File: config.mk
export PLATFORM = sky130hd
export DESIGN_NAME = prefix_sum_stage
export DESIGN_NICKNAME = d
export VERILOG_FILES = /design/src/rtl/prefix_sum_stage.sv
export SDC_FILE = /design/constraint.sdc
export NUM_CORES = 1
export LEC_CHECK = 0
export CAP_MARGIN = 20
export CORE_MARGIN = 1
export CORE_UTILIZATION = 45
export CTS_CLUSTER_DIAMETER = 60
export DETAILED_ROUTE_END_ITERATION = 6
export PLACE_DENSITY_LB_ADDON = 0.1
export SLEW_MARGIN = 20
export SYNTH_ARGS = -nofsm -noshare
export SYNTH_HDL_FRONTEND = slang
export SYNTH_SLANG_ARGS = --single-unit
File: constraint.sdc
create_clock -name clk -period 5.6 [get_ports clk]
set_input_delay 1.4 -clock clk [delete_from_list [all_inputs] [get_ports clk]]
set_output_delay 1.4 -clock clk [all_outputs]
set_load 0.01 [all_outputs]
File: src/rtl/prefix_sum_stage.sv
// Final stage of the parallel-prefix adder.
// Takes the per-group carries from the prefix tree plus delay-matched bit
// generate/propagate. It ripples carries inside each group and forms the sum
// and flags. The result is registered behind a valid/ready handshake with a
// one-entry skid buffer, so back-pressure never drops a beat.
module prefix_sum_stage #(
    parameter int INPUTSIZE = 64,
    parameter int GROUPSIZE = 4,
    parameter int TAG_W     = 4
) (
    input  logic                                  clk,
    input  logic                                  rst_n,
    input  logic                                  in_valid,
    output logic                                  in_ready,
    input  logic [2*(INPUTSIZE/GROUPSIZE)-1:0]    in_gq,
    input  logic [INPUTSIZE-1:0]                  in_g,
    input  logic [INPUTSIZE-1:0]                  in_p,
    input  logic                                  in_cin,
    input  logic [TAG_W-1:0]                      in_tag,
    output logic                                  out_valid,
    input  logic                                  out_ready,
    output logic [INPUTSIZE-1:0]                  out_sum,
    output logic                                  out_cout,
    output logic                                  out_ovf,
    output logic                                  out_zero,
    output logic [TAG_W-1:0]                      out_tag
);

    localparam int NGRP = INPUTSIZE / GROUPSIZE;

    // Occupancy: bit0 = output register full, bit1 = skid register full.
    // Skid-only (2'b10) is unreachable.
    localparam logic [1:0] ST_EMPTY = 2'b00;
    localparam logic [1:0] ST_ONE   = 2'b01;
    localparam logic [1:0] ST_FULL  = 2'b11;

    typedef struct packed {
        logic [INPUTSIZE-1:0] sum;
        logic                 cout;
        logic                 ovf;
        logic                 zero;
        logic [TAG_W-1:0]     tag;
    } beat_t;

    logic [1:0]           state;
    logic [1:0]           state_nxt;
    logic                 or_full;
    logic                 sk_full;
    logic                 accept;
    logic                 or_open;
    logic                 or_load_new;
    logic                 or_load_sk;
    logic                 sk_load;

    logic [NGRP-1:0]      gq_g;
    logic [NGRP-1:0]      gq_p;
    logic [NGRP-1:0]      cg;
    logic [NGRP-1:0]      grp_cout;
    logic [INPUTSIZE-1:0] bit_cin;
    logic [INPUTSIZE-1:0] sum_w;
    logic                 grp_ok;
    logic                 unused_gq_p;

    beat_t                new_beat;
    beat_t                or_beat;
    beat_t                sk_beat;

    // Split the tree output into per-group generate and propagate vectors.
    always_comb begin
        gq_g = '0;
        gq_p = '0;
        for (int k = 0; k < NGRP; k++) begin
            gq_g[k] = in_gq[2*k+1];
            gq_p[k] = in_gq[2*k];
        end
    end

    // Group propagate is only needed inside the tree; it is already
    // folded into the group carries here.
    assign unused_gq_p = ^gq_p;

    // Group k's carry-in is the tree carry out of group k-1. Group 0 uses cin.
    assign cg = {gq_g[NGRP-2:0], in_cin};

    // Ripple carries bit by bit inside each group, starting from that
    // group's tree carry.
    always_comb begin
        logic cc;
        cc       = 1'b0;
        bit_cin  = '0;
        grp_cout = '0;
        for (int k = 0; k < NGRP; k++) begin
            cc = cg[k];
            for (int j = 0; j < GROUPSIZE; j++) begin
                bit_cin[k*GROUPSIZE+j] = cc;
                cc = in_g[k*GROUPSIZE+j] | (in_p[k*GROUPSIZE+j] & cc);
            end
            grp_cout[k] = cc;
        end
    end

    assign sum_w  = in_p ^ bit_cin;
    assign grp_ok = (grp_cout == gq_g);

    // The rippled group carry-out must agree with the tree's group carry.
    grp_carry_chk: assert property (@(posedge clk) disable iff (!rst_n)
                                    in_valid |-> grp_ok);

    // Build the result beat. Its flags come from the same operands as its sum.
    always_comb begin
        new_beat      = '0;
        new_beat.sum  = sum_w;
        new_beat.cout = in_gq[2*NGRP-1];
        new_beat.ovf  = grp_cout[NGRP-1] ^ bit_cin[INPUTSIZE-1];
        new_beat.zero = ~|sum_w;
        new_beat.tag  = in_tag;
    end

    assign or_full  = state[0];
    assign sk_full  = state[1];
    assign in_ready = ~sk_full;
    assign accept   = in_valid & in_ready;
    assign or_open  = ~or_full | out_ready;

    // The skid entry has priority for the output register. A new beat cannot
    // be accepted in the same cycle, because in_ready is low while the skid is full.
    assign or_load_sk  = or_open & sk_full;
    assign or_load_new = or_open & ~sk_full & accept;
    assign sk_load     = ~or_open & accept;

    // Next occupancy from accept and drain events.
    always_comb begin
        state_nxt = state;
        case (state)
            ST_EMPTY: state_nxt = accept ? ST_ONE : ST_EMPTY;
            ST_ONE: begin
                if (out_ready) state_nxt = accept ? ST_ONE  : ST_EMPTY;
                else           state_nxt = accept ? ST_FULL : ST_ONE;
            end
            ST_FULL:  state_nxt = out_ready ? ST_ONE : ST_FULL;
            default:  state_nxt = ST_EMPTY;
        endcase
    end

    // ---- stage boundary: occupancy register ----
    always_ff @(posedge clk or negedge rst_n) begin
        if (!rst_n) state <= ST_EMPTY;
        else        state <= state_nxt;
    end

    // ---- stage boundary: output register (cleared so reset outputs read zero) ----
    always_ff @(posedge clk or negedge rst_n) begin
        if (!rst_n)           or_beat <= '0;
        else if (or_load_sk)  or_beat <= sk_beat;
        else if (or_load_new) or_beat <= new_beat;
    end

    // ---- stage boundary: skid register (payload only, qualified by state) ----
    always_ff @(posedge clk) begin
        if (sk_load) sk_beat <= new_beat;
    end

    assign out_valid = or_full;
    assign out_sum   = or_beat.sum;
    assign out_cout  = or_beat.cout;
    assign out_ovf   = or_beat.ovf;
    assign out_zero  = or_beat.zero;
    assign out_tag   = or_beat.tag;

endmodule

==> metrics.txt <==
# TYPE chip_impl_metric gauge
chip_impl_info{name="outcome",value="finished, final reports clean"} 1
chip_impl_metric{name="place_ws",unit="ns"} 1.11
chip_impl_metric{name="area.growth.synth_to_final",unit="%"} 45.4
chip_impl_metric{name="chipHeight",unit="µm"} 122
chip_impl_metric{name="tightest_slew",unit="ns"} 1.01
chip_impl_metric{name="row_count",unit=""} 43
chip_impl_metric{name="portBuffers",unit=""} 210
chip_impl_info{name="timing.critical_path.cells",value="clkdlybuf4s50_1 -> ha_1 -> or2_2 -> ha_1 -> or2_2 -> ha_1 -> or2_2 -> ha_1 -> nor4_1 -> nand2_1 -> nor4_2 -> a41oi_1 -> o31ai_2"} 1
chip_impl_metric{name="cts_hold_repair.buffers",unit=""} 0
chip_impl_metric{name="numCtsBuffers",unit=""} 17
chip_impl_metric{name="layout.nets",unit=""} 972
chip_impl_info{name="crit_path_frequent_cell",value="ha_1"} 1
chip_impl_info{name="start_kind",value="primary input"} 1
chip_impl_metric{name="antenna_found_initial",unit=""} 0
chip_impl_metric{name="ioPinCount",unit=""} 242
chip_impl_metric{name="vdd.ir_drop.worst",unit="µV"} 190
chip_impl_metric{name="post_cts.repair.setup_buffers",unit=""} 0
chip_impl_metric{name="power.leakage",unit="nW"} 3.66
chip_impl_metric{name="max-cap-violations",unit=""} 0
chip_impl_metric{name="yosysWarningCount",unit=""} 0
chip_impl_metric{name="flip_flop_and_latch_count_after_synthesis",unit=""} 144
chip_impl_metric{name="gr-total-overflow",unit=""} 0
chip_impl_info{name="timing.hold.worst.class",value="reg2reg"} 1
chip_impl_metric{name="first_global_vias",unit=""} 5093
chip_impl_metric{name="crit_path_max_incr_delay",unit="ns"} 0.40
chip_impl_info{name="post_synth_top_area_cell",value="edfxtp_1"} 1
chip_impl_info{name="clock_tree.root_cell",value="clkbuf_16"} 1
chip_impl_metric{name="max_freq",unit="MHz"} 245
chip_impl_metric{name="fp.dieW",unit="µm"} 122
chip_impl_info{name="synthTopCellsByCount",value="nand2_1 (75), dfrtp_1 (73), edfxtp_1 (71), o22ai_1 (70), o21ai_0 (53)"} 1
chip_impl_metric{name="timing.critical_path.arrival",unit="ns"} 4.39
chip_impl_metric{name="cts.sinks",unit=""} 144
chip_impl_metric{name="finalCritPeriodShare",unit="%"} 72.9
chip_impl_metric{name="syn-mean-instance-area",unit="µm²"} 11.8
chip_impl_metric{name="power_density",unit="mW/mm²"} 352
chip_impl_info{name="clock_tree_from_tritoncts",value="done"} 1
chip_impl_info{name="post-synth-top-count-cell",value="nand2_1"} 1
chip_impl_metric{name="drc",unit=""} 0
chip_impl_metric{name="totalWireLength",unit="µm"} 16300
chip_impl_metric{name="ff_latch_area",unit="mm²"} 0.00396
chip_impl_info{name="setup.worst_path.end_class",value="flip-flop"} 1
chip_impl_metric{name="worst-path-max-fanout",unit=""} 3
chip_impl_metric{name="yosys.area.top_type_share",unit="%"} 33.0
chip_impl_metric{name="critPathRequiredTime",unit="ns"} 5.91
chip_impl_info{name="synth_top_flop_cell",value="dfrtp_1"} 1
chip_impl_metric{name="synth.yosys.seq_area_share",unit="%"} 61.4
chip_impl_metric{name="synth.distinct_cells",unit=""} 28
chip_impl_info{name="top_family_by_delay_on_critical_path",value="simple AND/OR/NAND/NOR gates"} 1
chip_impl_metric{name="fraction_of_final_layout_cells_sized_beyond_drive_strength_1",unit="%"} 10.3
chip_impl_metric{name="detailroute.via_count",unit=""} 5037
chip_impl_metric{name="finalHoldViolations",unit=""} 0
chip_impl_metric{name="final.min_clock_period",unit="ns"} 4.08
chip_impl_metric{name="die_area",unit="mm²"} 0.0148
chip_impl_metric{name="ratio_of_routed_vias_to_standard_cells",unit=""} 5.32
chip_impl_metric{name="final-max-slew-violation-count",unit=""} 0
chip_impl_info{name="worst-setup-path-type",value="in2reg"} 1
chip_impl_metric{name="fill_cells",unit=""} 1095
chip_impl_metric{name="clkTransAtPathRegs",unit="ns"} 0.05
chip_impl_metric{name="relSlewSlack",unit="%"} 32.3
chip_impl_metric{name="fin_setup_tns",unit="ns"} 0
chip_impl_metric{name="deepest_level_of_the_cts_h_tree",unit=""} 4
chip_impl_metric{name="routed_wire_length_per_instance",unit="µm"} 17.2
chip_impl_metric{name="syn_inst",unit=""} 547
chip_impl_metric{name="globalRouteTotalUtil",unit="%"} 23.0
chip_impl_info{name="slowest_stage",value="clkdlybuf4s50_1"} 1
chip_impl_metric{name="multi_input_gate_area_in_the_final_layout",unit="mm²"} 0.00239
chip_impl_info{name="grt_setup_unrepaired",value="false"} 1
chip_impl_metric{name="effective_utilization_at_floorplan",unit="%"} 46.3
chip_impl_metric{name="first_iter_violations",unit=""} 370
chip_impl_metric{name="timing.clock.skew",unit="ns"} 0.00837
chip_impl_info{name="synth.top_cells.by_area",value="edfxtp_1 (33%), dfrtp_1 (28%), ha_1 (9.5%)"} 1
chip_impl_metric{name="finalWeightedCongestion",unit=""} 0.756
chip_impl_metric{name="dp_hpwl",unit="µm"} 11500
chip_impl_metric{name="route.antenna.remaining_nets",unit=""} 0
chip_impl_metric{name="grt_start_max_net_pins",unit=""} 99
chip_impl_metric{name="cts_max_path_buffers",unit=""} 2
chip_impl_metric{name="synth-async-reset-ratio",unit="%"} 50.7
chip_impl_metric{name="drtPass1Iterations",unit=""} 4
chip_impl_metric{name="final_util",unit="%"} 67.3
chip_impl_metric{name="grt_pass1_wl",unit="µm"} 25800
chip_impl_metric{name="p_total",unit="mW"} 3.30
chip_impl_metric{name="synth_fp_nets",unit=""} 765
chip_impl_metric{name="synth_edf_count",unit=""} 71
chip_impl_metric{name="worstSkewPairLatency",unit="ns"} 0.41
chip_impl_metric{name="post_cts.resized_instances",unit=""} 0
chip_impl_metric{name="synthesis.area",unit="mm²"} 0.00645
chip_impl_metric{name="worst_slack",unit="ns"} 1.52
chip_impl_metric{name="setup_viol",unit=""} 0
chip_impl_metric{name="antennaDiodeCount",unit=""} 0
chip_impl_metric{name="core",unit="mm²"} 0.0139
chip_impl_metric{name="worstPathBufferInverterCount",unit=""} 1
## state kept, by name, summed over array words and instances (netlist names)
signal,count
sk_beat,71
out_zero,1
out_tag,4
out_cout,1
state,2
out_ovf,1
out_sum,64
## path summary, 6_finish.rpt
path	start	endpoint	slack (ns)	cells after the start
max in group asynchronous	rst_n	out_sum[43]	4.09	2
worst min register to register	out_sum[59]	out_sum[59]	0.48	2
worst max-delay path	in_gq[29]	out_zero	1.52	13
worst max register to register	state[1]	sk_beat[66]	2.57	5
worst min-delay path	out_sum[59]	out_sum[59]	0.48	2
min in group asynchronous	rst_n	out_cout	0.93	1
## area by class of cell
type	count	share of cell area, %
well taps	180	2.40
inverters	2	0.0800
clock buffers	19	4.61
repair buffers	218	23.2
clock inverters	13	2.05
flip-flops and latches	144	42.2
multi-input cells	371	25.4
## worst min-delay path, stage by stage, from the launching register on
cell and delay, ns:
dfrtp_1 0.34, nand2_1 0.04, o21ai_0 0.06
## logic make-up after synthesis
family / share of synthesized area, %
compound gates: 13.9
xor+xnor: 1.09
fa+ha+maj: 9.50
buf+inv: 2.06
flops: 61.4
simple gates: 12.1
## cells in the final DEF, fill, tap and decap left out, types with 2 or more instances in the layout
cell,instances
o21ai_0,53
nor4_2,2
bufinv_16,5
nor2_1,12
buf_4,8
dfrtp_1,73
clkbuf_16,17
clkdlybuf4s50_1,209
and2_1,7
nand4_1,2
nor3_1,2
inv_2,2
a22oi_1,4
ha_1,49
clkinv_2,3
xnor2_1,8
o21ai_1,26
or3_1,8
nor4_1,11
or2_2,33
edfxtp_1,71
o22ai_1,70
clkinv_1,3
clkbuf_1,2
nand2_1,75
## routing by layer
layer  wire length, µm  up-vias  global-route usage, %
met5                 0        -                      0
met4               139        0                   7.79
met3              1050       11                   5.90
met2              8160      147                   39.2
met1              6950     2425                   28.5
li1                  -     2454                      -
## through the flow
stage          hold WS, ns  cell area [µm²]  std cells
3_5_place_dp         0.470             8730        914
2_1_floorplan        0.502             6450        547
3_3_place_gp         0.460             8730        914
6_report             0.478             9380        947
4_1_cts              0.484             9360        946
5_1_grt              0.506             9380        947
## power breakdown
group | total (mW) | switching [mW] | internal (mW)
sequential | 1.34 | 0.0713 | 1.27
clock | 1.19 | 0.405 | 0.784
combinational | 0.770 | 0.359 | 0.410
total | 3.30 | 0.836 | 2.47
Power figures use the tool's default switching activity.
